## src/rtl/dmem_arb.sv

```systemverilog
// rtl/dmem_arb.sv - data-memory arbiter between core and host with host lock bursts

`ifndef MEM_W
`define MEM_W 32
`endif
`ifndef DMEMCSW
`define DMEMCSW 2
`endif
`ifndef SUBDMEMADDRW
`define SUBDMEMADDRW 10
`endif

module dmem_arb #(
    parameter int MEM_W     = `MEM_W,
    parameter int DMEMCSW   = `DMEMCSW,
    parameter int ADDRW     = `SUBDMEMADDRW,
    parameter int MAX_BURST = 8
) (
    input  logic               clk,
    input  logic               reset_b,

    input  logic               c_req,
    input  logic               c_rw,
    input  logic [DMEMCSW-1:0] c_cs,
    input  logic [ADDRW-1:0]   c_addr,
    input  logic [MEM_W-1:0]   c_wdat,
    output logic               c_gnt,
    output logic               c_rvalid,

    input  logic               h_req,
    input  logic               h_rw,
    input  logic [DMEMCSW-1:0] h_cs,
    input  logic [ADDRW-1:0]   h_addr,
    input  logic [MEM_W-1:0]   h_wdat,
    input  logic               h_lock,
    output logic               h_gnt,
    output logic               h_rvalid,

    output logic [MEM_W-1:0]   rdat,

    output logic               mem_rw,
    output logic [DMEMCSW-1:0] mem_cs,
    output logic [ADDRW-1:0]   mem_addr,
    output logic [MEM_W-1:0]   mem_wdat,
    input  logic [MEM_W-1:0]   mem_rdat
);

    localparam int CNTW = $clog2(MAX_BURST + 1);
    localparam logic [CNTW-1:0] MAX_CNT = CNTW'(MAX_BURST);

    typedef enum logic [0:0] {
        ARB   = 1'b0,
        HLOCK = 1'b1
    } state_t;

    state_t          state;
    state_t          state_nxt;
    logic            last_h;
    logic            last_h_nxt;
    logic [CNTW-1:0] burst_cnt;
    logic [CNTW-1:0] burst_cnt_nxt;
    logic            gnt_c;
    logic            gnt_h;

    // State, round-robin pointer and burst counter; last_h=1 means host won last
    always_ff @(posedge clk or negedge reset_b) begin
        if (!reset_b) begin
            state     <= ARB;
            last_h    <= 1'b1;
            burst_cnt <= '0;
        end else begin
            state     <= state_nxt;
            last_h    <= last_h_nxt;
            burst_cnt <= burst_cnt_nxt;
        end
    end

    // Grant decision and next-state logic
    always_comb begin
        state_nxt     = state;
        last_h_nxt    = last_h;
        burst_cnt_nxt = burst_cnt;
        gnt_c         = 1'b0;
        gnt_h         = 1'b0;
        case (state)
            ARB: begin
                if (c_req && h_req) begin
                    if (last_h) gnt_c = 1'b1;
                    else        gnt_h = 1'b1;
                end else if (c_req) begin
                    gnt_c = 1'b1;
                end else if (h_req) begin
                    gnt_h = 1'b1;
                end
                if (gnt_h && h_lock) begin
                    state_nxt     = HLOCK;
                    burst_cnt_nxt = CNTW'(1);
                end
            end
            HLOCK: begin
                if (burst_cnt >= MAX_CNT) begin
                    // Burst exhausted: a waiting core breaks the lock, otherwise host keeps going
                    if (c_req) begin
                        gnt_c     = 1'b1;
                        state_nxt = ARB;
                    end else if (h_req) begin
                        gnt_h = 1'b1;
                    end
                end else if (h_req) begin
                    gnt_h         = 1'b1;
                    burst_cnt_nxt = burst_cnt + CNTW'(1);
                end else if (c_req) begin
                    gnt_c = 1'b1;
                end
                if (!h_lock) state_nxt = ARB;
            end
            default: state_nxt = ARB;
        endcase
        if (gnt_c)      last_h_nxt = 1'b0;
        else if (gnt_h) last_h_nxt = 1'b1;
    end

    // Grants are suppressed while reset is held so nothing reaches the memory
    always_comb begin
        c_gnt = gnt_c & reset_b;
        h_gnt = gnt_h & reset_b;
    end

    // Memory port mux; idle value is a harmless read of bank 0 address 0
    always_comb begin
        mem_rw   = 1'b1;
        mem_cs   = '0;
        mem_addr = '0;
        mem_wdat = '0;
        if (c_gnt) begin
            mem_rw   = c_rw;
            mem_cs   = c_cs;
            mem_addr = c_addr;
            mem_wdat = c_wdat;
        end else if (h_gnt) begin
            mem_rw   = h_rw;
            mem_cs   = h_cs;
            mem_addr = h_addr;
            mem_wdat = h_wdat;
        end
    end

    // Read-data valid follows a granted read by one cycle, matching memory latency
    always_ff @(posedge clk or negedge reset_b) begin
        if (!reset_b) begin
            c_rvalid <= 1'b0;
            h_rvalid <= 1'b0;
        end else begin
            c_rvalid <= gnt_c & c_rw;
            h_rvalid <= gnt_h & h_rw;
        end
    end

    // Shared read data, zero when no requester is being returned data
    always_comb begin
        rdat = '0;
        if (c_rvalid || h_rvalid) rdat = mem_rdat;
    end

endmodule

```

## config.mk

```make
export PLATFORM = sky130hd
export DESIGN_NAME = dmem_arb
export DESIGN_NICKNAME = d
export VERILOG_FILES = /design/src/rtl/dmem_arb.sv
export SDC_FILE = /design/constraint.sdc
export NUM_CORES = 1
export LEC_CHECK = 0
export CAP_MARGIN = 20
export CORE_AREA = 3 3 80 82
export DETAILED_ROUTE_END_ITERATION = 10
export DIE_AREA = 0 0 83 85
export GPL_TIMING_DRIVEN = 0
export PLACE_DENSITY = 0.78
export SLEW_MARGIN = 0
export SYNTH_ARGS = -nofsm -noshare
export SYNTH_HDL_FRONTEND = slang
export SYNTH_SLANG_ARGS = --single-unit
export TNS_END_PERCENT = 30
```

## constraint.sdc

```tcl
create_clock -name clk -period 4.7 [get_ports clk]
set_clock_uncertainty 0.2 [all_clocks]
set_input_delay 1.175 -clock clk [delete_from_list [all_inputs] [get_ports clk]]
set_output_delay 1.175 -clock clk [all_outputs]
set_load 0.005 [all_outputs]
```

==> impl_metrics.json <==
{
  "htree_levels": 1,
  "core_um2": 5820,
  "slew_violations": 0,
  "relSlewSlack_pct": 68.2,
  "final_antenna_net_count": 0,
  "max_freq_mhz": 225,
  "dp_hpwl_mm": 5.74,
  "port_buffers": 207,
  "fin_cells": 423,
  "drive_above_1_share_pct": 5.17,
  "cts_tree": "built",
  "yosysWarnings": 0,
  "cts_hold_buf": 0,
  "finalPower_w": 0.000568,
  "clk_pin_slew_worst_paths_ns": 0.04,
  "syn_to_final_growth_pct": 200,
  "drc_errors": 0,
  "max_cap_viol_count": 0,
  "avgSynthCellArea_um2": 8.30,
  "netlist_area_um2": 1120,
  "path_common_cell": "clkdlybuf4s50_1",
  "track_usage_pct": 17.4,
  "grt_overflow": 0,
  "rsz0062_at_grt": "no",
  "gp_congestion": 0.863,
  "grt_pass1_wl_mm": 10.1,
  "dr.pass1.iters": 4,
  "path_cells": "clkdlybuf4s50_1, inv_1, o211a_1, buf_4, buf_2, a22o_1, clkdlybuf4s50_1",
  "totalWireLength_mm": 6.55,
  "grt_max_degree": 11,
  "start_kind": "input pin",
  "layout_common_cells": "clkdlybuf4s50_1 (206), a22o_1 (44), nor2b_1 (34)",
  "p_leak_nw": 1.33,
  "synth_nets": 264,
  "ir_drop_uv": 126,
  "cts_buffer_depth": 2,
  "final_common_cell": "clkdlybuf4s50_1",
  "finalCritPeriodShare_pct": 94.6,
  "synth_cells": 135,
  "drtIter0Drc": 34,
  "hold_violations": 0,
  "powerDensity_nw_per_um2": 169,
  "wire_per_inst_um": 15.5,
  "antenna_cells": 0,
  "die_x_um": 83,
  "fin_util_pct": 57.8,
  "clk_latency_ns": 0.22,
  "cp_slowest_cell": "clkdlybuf4s50_1",
  "cts_root_buffer": "clkbuf_8",
  "cts.sinks": 8,
  "route.vias.total": 1893,
  "critPathMaxStageDelay_ns": 0.48,
  "period_needed_ns": 4.45,
  "tightest_slew_ns": 0.463,
  "dieArea_um2": 7060,
  "placedCellCount": 417,
  "synth_seq_cells": 8,
  "hp-class": "flip-flop to flip-flop",
  "yosysSeqAreaShare_pct": 18.0,
  "status": "finished clean",
  "cpLargestDelayFamily": "buffers and inverters",
  "cp_data_required_time_ns": 3.32,
  "grt_pass1_vias": 1982,
  "antenna_found_initial": 0,
  "initial_utilization_pct": 19.3,
  "cp_num_buf_inv": 5,
  "rows": 28,
  "nNetsFinal": 478,
  "crit_path_end_kind": "output port",
  "die_y_um": 85,
  "numCtsBuffers": 3,
  "via_per_inst": 4.48,
  "arrival_ns": 3.07,
  "io_pins": 208,
  "crit_type": "input pin to output port",
  "critical_path_peak_fanout": 10,
  "ys_types": 27,
  "finalSetupViolCount": 0
}
-- cell type report --
type,count,area (um2)
well taps,75,93.8
inverters,8,30.0
fillers,534,2450
flip-flops and latches,8,201
clock buffers,4,45.0
repair buffers,209,2100
multi-input cells,106,802
plain buffers,13,87.6
-- report_power, final --
group,internal (W),switching (W)
sequential,0.0000896,0.0000166
combinational,0.000251,0.000127
clock,0.0000586,0.0000251
-- synthesized netlist by cell type --
cell type	instances	area (um2)
clkbuf_1	4	15.0
a22oi_1	1	7.51
o211a_1	1	10.0
a32o_1	1	10.0
a21oi_1	3	15.0
nand2b_1	1	6.26
inv_1	8	30.0
a31oi_1	2	12.5
buf_6	4	45.0
o211ai_1	1	7.51
buf_4	1	7.51
nor2b_1	34	213
a211oi_4	1	20.0
a31o_2	2	17.5
nand2_1	1	3.75
ha_1	2	25.0
dfstp_2	1	26.3
nor3b_1	1	7.51
buf_2	4	20.0
nor2_1	4	15.0
and3_1	2	12.5
mux2i_1	1	10.0
dfrtp_1	7	175
a211oi_1	1	7.51
nand4_1	1	6.26
o21ai_0	2	10.0
a22o_1	44	385
-- per-layer routing --
layer | track usage (%) | wire length (um) | vias to the layer above
li1 | - | - | 931
met1 | 21.9 | 2810 | 851
met2 | 31.3 | 3270 | 109
met3 | 3.40 | 439 | 2
met4 | 2.67 | 27 | 0
met5 | 0 | 0 | -
-- path summary, 6_finish.rpt --
kind	start	to	slack, ns	depth (start not counted)
setup / recovery	c_req	mem_wdat[9]	0.25	7
hold / removal	last_h$_DFFE_PN1P_	last_h$_DFFE_PN1P_	0.35	2
setup reg to reg	state$_DFF_PN0_	h_rvalid$_DFF_PN0_	3.19	3
hold reg to reg	last_h$_DFFE_PN1P_	last_h$_DFFE_PN1P_	0.35	2
max in group asynchronous	reset_b	last_h$_DFFE_PN1P_	3.31	1
min in group asynchronous	reset_b	state$_DFF_PN0_	0.66	1
-- logic make-up (layout without fill, tap and decap cells) --
family,after synthesis,in the layout,share of synthesized area (%)
compound gates,59,59,44.9
simple gates,44,44,23.5
buf+inv,21,234,10.5
flops,8,8,18.0
fa+ha+maj,2,2,2.23
mux,1,1,0.893
-- sequential cells by signal, indices dropped and copies added, names as in the netlist --
name       count
h_rvalid       1
state          1
c_rvalid       1
burst_cnt      4
last_h         1
-- worst register-to-register path: stages, from the launching register on --
cell	delay, ns
dfrtp_1	0.40
mux2i_1	0.46
nor2_1	0.13
nor3b_1	0.23
-- timing repair --
action,4_1_cts,5_1_grt
gates resized for setup,0,1
pin swaps,1,0
setup endpoints to repair,46,8
setup buffers,2,0
-- stage by stage --
step / setup slack (ns) / TNS [ns] / instance area, um2 / hold slack, ns
after global routing: 0.152 / 0 / 3360 / 0.397
after floorplan: 1.30 / 0 / 1120 / 0.295
final: 0.254 / 0 / 3360 / 0.353
after CTS: 0.0824 / 0 / 3360 / 0.353
after global placement: -0.164 / -5.43 / 3290 / 0.327
after detailed placement: -0.179 / -6.33 / 3290 / 0.345
Note: power is estimated with default switching activity, not from simulation.
